## config.mk

```make
export PLATFORM = sky130hd
export DESIGN_NAME = alu_op_sequencer
export DESIGN_NICKNAME = d
export VERILOG_FILES = /design/src/rtl/alu_op_sequencer.sv
export SDC_FILE = /design/constraint.sdc
export NUM_CORES = 1
export LEC_CHECK = 0
export BUFFER_PORTS_ARGS = -buffer_cell sky130_fd_sc_hd__buf_4
export CORE_ASPECT_RATIO = 0.6
export CORE_MARGIN = 1
export CORE_UTILIZATION = 32
export CTS_BUF_LIST = sky130_fd_sc_hd__clkbuf_8
export CTS_CLUSTER_SIZE = 40
export DETAILED_ROUTE_END_ITERATION = 7
export GPL_ROUTABILITY_DRIVEN = 0
export PLACE_DENSITY_LB_ADDON = 0.25
export SLEW_MARGIN = 20
export SYNTH_ARGS = -nofsm -noshare
export SYNTH_HDL_FRONTEND = slang
export SYNTH_SLANG_ARGS = --single-unit
export TNS_END_PERCENT = 30
```

## constraint.sdc

```tcl
create_clock -name clk -period 1.5 [get_ports clk]
set_input_delay 0.15 -clock clk [delete_from_list [all_inputs] [get_ports clk]]
set_output_delay 0.15 -clock clk [all_outputs]
set_load 0.02 [all_outputs]
```

## src/rtl/alu_op_sequencer.sv

```systemverilog
// Issues one ALU opcode at a time, holds it stable for the opcode's latency,
// then captures the flag-mux result into flags_q with a done pulse.
module alu_op_sequencer #(
    parameter logic [15:0] MULTI_MASK = 16'h0300,
    parameter int          MULTI_LAT  = 4
) (
    input  logic       clk,
    input  logic       reset,
    input  logic       req_valid,
    input  logic [3:0] req_opcode,
    output logic       req_ready,
    input  logic       abort,
    output logic [3:0] alu_opcode,
    input  logic [3:0] alu_flags,
    output logic [3:0] flags_q,
    output logic       busy,
    output logic       done,
    output logic       illegal
);

    typedef enum logic {
        IDLE,
        EXEC
    } state_e;

    localparam logic [3:0] MULTI_CNT = 4'(MULTI_LAT - 1);

    state_e     state_q, state_d;
    logic [3:0] cnt_q, cnt_d;
    logic [3:0] alu_opcode_q, alu_opcode_d;
    logic [3:0] flags_d;
    logic       done_q, done_d;
    logic       illegal_q, illegal_d;

    logic       req_legal;
    logic [3:0] req_cnt_init;

    // The flag mux decodes 0..10 and 15; 11..14 have no flag source.
    assign req_legal    = (req_opcode <= 4'd10) || (req_opcode == 4'd15);
    assign req_cnt_init = MULTI_MASK[req_opcode] ? MULTI_CNT : 4'd0;

    always_comb begin
        // NOTE: every signal gets a hold/idle default first so no path infers a latch.
        state_d      = state_q;
        cnt_d        = cnt_q;
        alu_opcode_d = alu_opcode_q;
        flags_d      = flags_q;
        done_d       = 1'b0;
        illegal_d    = 1'b0;

        case (state_q)
            IDLE: begin
                if (req_valid) begin
                    if (req_legal) begin
                        alu_opcode_d = req_opcode;
                        cnt_d        = req_cnt_init;
                        state_d      = EXEC;
                    end else begin
                        illegal_d = 1'b1;
                    end
                end
            end
            EXEC: begin
                // Abort wins over a completion landing on the same edge.
                if (abort) begin
                    cnt_d   = 4'd0;
                    state_d = IDLE;
                end else if (cnt_q == 4'd0) begin
                    flags_d = alu_flags;
                    done_d  = 1'b1;
                    state_d = IDLE;
                end else begin
                    cnt_d = cnt_q - 4'd1;
                end
            end
            default: state_d = IDLE;
        endcase
    end

    // NOTE: state registers use non-blocking assignments so every flop samples pre-edge values.
    always_ff @(posedge clk or posedge reset) begin
        if (reset) begin
            state_q      <= IDLE;
            cnt_q        <= 4'd0;
            alu_opcode_q <= 4'd0;
            flags_q      <= 4'd0;
            done_q       <= 1'b0;
            illegal_q    <= 1'b0;
        end else begin
            state_q      <= state_d;
            cnt_q        <= cnt_d;
            alu_opcode_q <= alu_opcode_d;
            flags_q      <= flags_d;
            done_q       <= done_d;
            illegal_q    <= illegal_d;
        end
    end

    assign req_ready  = (state_q == IDLE) && !reset;
    assign busy       = (state_q == EXEC);
    assign alu_opcode = alu_opcode_q;
    assign done       = done_q;
    assign illegal    = illegal_q;

endmodule
```

==> impl_metrics.tcl, run 1 <==
set metrics [dict create \
    p_seq_share_pct 32.8 \
    clock.fmax_mhz 639 \
    detail_route.drc_violations 0 \
    detailedPlace.worstSlack_ns -0.0899 \
    cts.repair_timing.setup_buffer_count 0 \
    grt_start_max_net_pins 16 \
    initialDrtViolationCount 11 \
    gr-total-overflow 0 \
    reg2reg_from "cnt_q[0]" \
    final.hold.worst_slack_ns -0.0267 \
    cts_buffers 3 \
    vias_per_cell 4.48 \
    power_density_nw_per_um2 1790 \
    rsz_0062_raised_after_global_routing "true" \
    finalHoldViolCount 15 \
    worst_ep_required_time_ns 1.63 \
    cellLeakagePower_uw 0.000567 \
    yosys-top-cells-count "sky130_fd_sc_hd__dfrtp_1 (15), sky130_fd_sc_hd__inv_1 (6), sky130_fd_sc_hd__a21oi_1 (4), sky130_fd_sc_hd__mux2_2 (4), sky130_fd_sc_hd__mux2_4 (4)" \
    reg2reg_slack_ns -0.06 \
    slew_viol_final 0 \
    final-setup-viol-count 5 \
    grt.total_usage_pct 15.1 \
    route.final.wire_length_mm 1.52 \
    comb_power_share_pct 50.8 \
    grt_pass1_vias 561 \
    ys_warn_count 0 \
    grt_antenna_before_repair 0 \
    synth.yosys.seq_area_share_pct 49.8 \
    worst_pin_slew_ns 0.576 \
    final.fill_count 208 \
    edff_count_synth 0 \
    drv_cap 0 \
    routed_wire_length_per_instance_um 11.7 \
    htreeDepth 1 \
    clock_root_cell "sky130_fd_sc_hd__clkbuf_8" \
    synth_cell_type_count 32 \
    grt_pass1_wl_mm 2.63 \
    final_period_minus_worst_setup_slack_ns 1.56 \
    critical_path.max_fanout 5 \
    start_util_pct 34.3 \
    via_count 582 \
    ys_async_sr_fraction_pct 100 \
    numClockSinks 15 \
    worst_skew_pair.late_latency_ns 0.25 \
    p_int_uw 1290 \
    failed_checks "hold timing, setup timing" \
    sequential_cell_area_in_the_final_layout_um2 377 \
    fin_ws_ns -0.0638 \
    timing.clock.skew_ns 0.000941 \
    critPathLaunchType "flop" \
    max-clock-path-buffers 2 \
    dpl.hpwl_mm 1.21 \
    cts_tree "built" \
    outcome "complete, but fails checks" \
    post_synth.cell_area_avg_um2 11.8 \
    die_area_um2 2560 \
    cell_types_occupying_the_most_area_after_synthesis "sky130_fd_sc_hd__dfrtp_1 (50%), sky130_fd_sc_hd__mux2_4 (8.0%), sky130_fd_sc_hd__mux2_2 (6.0%)" \
    postSynthNetCount 77 \
    post-synth-top-count-cell "sky130_fd_sc_hd__dfrtp_1" \
    synthesis.area_um2 753 \
    switching_fraction_pct 34.0 \
    layout.nets 114 \
    worstHoldPathType "input pin to async pin" \
    share_clk_of_total_power_pct 16.4 \
    cts.hold.buffers_added 0 \
    antenna_violating_nets_post_route 0 \
    drive_above_1_share_pct 54.0 \
    r2r.worst_path.cells 6 \
    multi_input_area_um2 355 \
    power_switching_uw 664 \
    drt_first_pass_iters 4 \
    postLayoutCellArea_um2 1090 \
    timing.max_slew.rel_slack_pct 61.5 \
    ioPinCount 24 \
    dieWidth_um 64.6 \
    number_of_synthesized_register_bits 15 \
    yosys.area.top_type "sky130_fd_sc_hd__dfrtp_1" \
    rows 13 \
    core_um2 2200 \
    endpoint_kind "flop" \
    layout.core_utilization_pct 49.6 \
    synth-main-ff-cell "sky130_fd_sc_hd__dfrtp_1" \
    totalPowerFinal_uw 1950 \
    syn_inst 64 \
    clk_pin_slew_worst_paths_ns 0.06 \
    arrival_ns 1.69 \
    type_of_the_setup_path_with_the_least_slack "flop to flop" \
    floorplan.die.height_um 39.6 \
    cell_area_placed_um2 1030 \
    num_antenna_cells 0 \
    netlist.area_leader.share_pct 49.8 \
    area_growth_pct 44.7 \
    vdd_drop_max_mv 0.625 \
    placement.io_buffers 23 \
    post-route-period-util_pct 104 \
    r2r-end "flags_q[2]" \
]
==> cell type report <==
class                   count  area share, %
well taps                  30           3.44
inverters                   6           2.07
flip-flops and latches     15           34.6
clock inverters             1          0.459
multi-input cells          42           32.6
repair buffers             33           23.1
clock buffers               3           3.79
==> power groups by stage <==
stage / Sequential (uW) / Clock (uW) / Combinational, uW
floorplan: 796 / 0 / 381
global placement: 643 / 0 / 957
CTS: 643 / 336 / 996
global route: 662 / 357 / 1090
finish: 640 / 320 / 993
detailed placement: 648 / 0 / 965
==> flip-flops by register name, indices dropped and copies added, names as in the netlist <==
| signal | flops |
|---|---|
| alu_opcode | 4 |
| busy | 1 |
| cnt_q | 4 |
| done | 1 |
| flags_q | 4 |
| illegal | 1 |
==> routing by layer <==
layer	up-vias	global-route usage, %	part of all wire (%)
met2	18	21.1	37
li1	299	-	-
met1	262	20.2	55
met4	0	6.67	0.66
met3	3	6.10	7.0
met5	-	0	0
==> critical path, cell delays in order, from the launching register on <==
cell,delay (ns)
sky130_fd_sc_hd__dfrtp_1,0.38
sky130_fd_sc_hd__inv_1,0.06
sky130_fd_sc_hd__ha_2,0.17
sky130_fd_sc_hd__nand2b_1,0.07
sky130_fd_sc_hd__or3_4,0.34
sky130_fd_sc_hd__buf_6,0.15
sky130_fd_sc_hd__mux2_4,0.29
==> cell usage in the layout (no fill, tap or decap), types with 2 or more instances in the layout <==
cell type / n
sky130_fd_sc_hd__mux2_2: 4
sky130_fd_sc_hd__mux2_4: 5
sky130_fd_sc_hd__nor2b_1: 2
sky130_fd_sc_hd__nor2_1: 2
sky130_fd_sc_hd__a21oi_1: 4
sky130_fd_sc_hd__a211o_1: 2
sky130_fd_sc_hd__dfrtp_1: 14
sky130_fd_sc_hd__buf_4: 32
sky130_fd_sc_hd__clkbuf_8: 3
sky130_fd_sc_hd__inv_1: 5
==> cells by family after synthesis <==
group | after synthesis | synth area share [%]
and+or+nand+nor | 18 | 14.8
DFF | 15 | 49.8
AOI/OAI and AO/OA | 13 | 12.6
muxes | 9 | 15.4
buffers and inverters | 7 | 4.48
xor gates and xnor gates | 1 | 1.16
adders and majority gates | 1 | 1.66
==> repair_timing <==
action,in CTS,in global routing
endpoints found under the setup margin,6,6
resized for setup,3,2
hold endpoints to repair,0,0
pin swaps,2,1
cloned,0,0
==> through the flow <==
stage | hold WS (ns) | cells | TNS [ns]
finish | -0.0267 | 130 | -0.282
detailed placement | 0.269 | 126 | -0.493
floorplan | 0.0514 | 64 | -0.303
global route | 0.0233 | 130 | -0.921
CTS | 0.00106 | 130 | -0.297
global placement | 0.255 | 126 | -0.322
==> how the worst max path moves through the flow <==
stage	startpoint	endpoint	slack, ns	cells after the start
floorplan	cnt_q[0]	cnt_q[1]	-0.14	7
global route	cnt_q[0]	flags_q[0]	-0.16	6
CTS	cnt_q[0]	flags_q[0]	-0.06	6
global placement	cnt_q[0]	flags_q[3]	-0.06	6
finish	cnt_q[0]	flags_q[2]	-0.06	6
detailed placement	cnt_q[0]	flags_q[0]	-0.09	6
(Power assumes the default switching activity.)
==> run 2, diff against run 1 <==
BUFFER_PORTS_ARGS = unset   (was -buffer_cell sky130_fd_sc_hd__buf_4)
DONT_BUFFER_PORTS = 1   (was unset)
==> impl_metrics.tcl, run 2 (synthesis gave the netlist of run 1 again) <==
set metrics [dict create \
    cell_area_placed_um2 848 \
    endpoint_kind "flop" \
    antenna_violating_nets_post_route 0 \
    num_antenna_cells 0 \
    placedCellCount 102 \
    timing.clock.skew_ns 0.00647 \
    grt_antenna_before_repair 0 \
    grt_start_max_net_pins 16 \
    cp_num_buf_inv 2 \
    arrival_ns 1.71 \
    layout_common_cells "sky130_fd_sc_hd__dfrtp_1 (14), sky130_fd_sc_hd__buf_4 (9), sky130_fd_sc_hd__inv_1 (7)" \
    area_growth_pct 22.9 \
    type_of_the_setup_path_with_the_least_slack "flop to flop" \
    power_density_nw_per_um2 1910 \
    start_util_pct 34.3 \
    timing.max_slew.rel_slack_pct 61.2 \
    worst_ep_required_time_ns 1.63 \
    numClockSinks 15 \
    detail_route.drc_violations 0 \
    worst_pin_slew_ns 0.581 \
    fin_ws_ns -0.0804 \
    dieWidth_um 64.6 \
    drive_above_1_share_pct 37.2 \
    max-clock-path-buffers 2 \
    dpl.hpwl_mm 1.18 \
    slew_viol_final 0 \
    initialDrtViolationCount 16 \
    grt_pass1_vias 543 \
    worstHoldPathType "input pin to flop" \
    rows 13 \
    routed_wire_length_per_instance_um 14.5 \
    cts_tree "built" \
    htreeDepth 1 \
    core_um2 2200 \
    outcome "complete, but fails checks" \
    hold-path-cell-count 1 \
    final_period_minus_worst_setup_slack_ns 1.58 \
    slowest_stage "sky130_fd_sc_hd__dfrtp_1" \
    via_count 530 \
    drt_first_pass_iters 4 \
    cell_class_contributing_the_biggest_share_of_worst_path_delay "simple AND/OR/NAND/NOR gates" \
    worst_skew_pair.late_latency_ns 0.25 \
    post-route-period-util_pct 105 \
    stdcell_count 108 \
    layout.nets 92 \
    failed_checks "setup timing" \
    floorplan.die.height_um 39.6 \
    worstSetupPathDepth 6 \
    postLayoutCellArea_um2 926 \
    grt_pass1_wl_mm 2.46 \
    ioPinCount 24 \
    cts_buffers 3 \
    critPathLaunchType "flop" \
    cellLeakagePower_uw 0.000465 \
    rsz_0062_raised_after_global_routing "true" \
    die_area_um2 2560 \
    r2r.worst_path.cells 6 \
    vdd_drop_max_mv 0.599 \
    finalHoldViolCount 0 \
    final-setup-viol-count 6 \
    clk_pin_slew_worst_paths_ns 0.06 \
    critical_path.max_fanout 5 \
    vias_per_cell 4.91 \
    gr-total-overflow 0 \
    grt.total_usage_pct 14.1 \
    drv_cap 0 \
    placement.io_buffers 0 \
    mostFrequentLayoutCell "sky130_fd_sc_hd__dfrtp_1" \
    final.fill_count 210 \
    clock.fmax_mhz 633 \
    timing.critical_path.slowest_cell_delay_ns 0.38 \
    route.final.wire_length_mm 1.56 \
    clock_root_cell "sky130_fd_sc_hd__clkbuf_8" \
    crit_path_cell_trace "inv_1 > ha_1 > nand2b_1 > or3_4 > buf_6 > mux2_4" \
]
[run 2: cell count changes in the layout (fill, tap and decap cells not counted), sizes merged]
cell | before | now
inv | 6 | 7
buf | 33 | 10
clkinv | 1 | 0
dlygate4sd3 | 0 | 1
[run 2: power by group]
group          leakage (uW)  switching, uW  internal [uW]
sequential         0.000186            220            556
clock             0.0000269            137            181
combinational      0.000252            281            391
[run 2: final cells by class]
class                           count  area (um^2)  share of cell area, %
Sequential cell                    15          377                   40.7
Multi-Input combinational cell     42          355                   38.4
Timing Repair Buffer               11         88.8                   9.59
Clock buffer                        3         41.3                   4.46
Tap cell                           30         37.5                   4.05
Inverter                            6         22.5                   2.43
Clock inverter                      1         3.75                  0.405
[run 2: timing repair]
action	4_1_cts	5_1_grt
hold endpoints to repair	15	0
resized for setup	2	2
hold buffers	1	0
setup endpoints to repair	6	7
buffers inserted	0	1
pin swaps	1	0
[run 2: worst reg2reg max path: cells and delay by family (launching register included)]
kind / cells / cell delay, ns
flops: 1 / 0.38
fa+ha+maj: 1 / 0.16
buf+inv: 2 / 0.21
simple gates: 2 / 0.43
mux: 1 / 0.29
[run 2: worst paths after layout]
path | from | to | slack [ns]
setup / recovery | cnt_q[0] | flags_q[0] | -0.08
hold / removal | req_opcode[3] | alu_opcode[3] | 0.05
setup reg to reg | cnt_q[0] | flags_q[0] | -0.08
hold reg to reg | cnt_q[2] | cnt_q[2] | 0.53
max in group asynchronous | reset | busy | 0.68
min in group asynchronous | reset | alu_opcode[0] | 0.40
[run 2: stage by stage]
| stage | worst slack (ns) | util, % | setup TNS, ns | total power, uW | hold WS (ns) |
|---|---|---|---|---|---|
| global route | -0.136 | 42.2 | -0.706 | 1870 | 0.0348 |
| floorplan | -0.143 | - | -0.303 | 1180 | 0.0514 |
| finish | -0.0804 | 42.2 | -0.380 | 1770 | 0.0503 |
| CTS | -0.0772 | 41.5 | -0.379 | 1750 | 0.0450 |
| detailed placement | -0.107 | 38.6 | -0.558 | 1400 | 0.140 |
| global placement | -0.0726 | 38.6 | -0.346 | 1390 | 0.134 |
[run 2: metal layers]
metal	part of all wire (%)	wire, um	vias up	GRT usage [%]
li1	-	-	253	-
met1	47	733	261	15.8
met2	47	728	16	24.5
met3	6.5	102	0	7.27
met4	0	0	0	3.33
met5	0	0	-	0
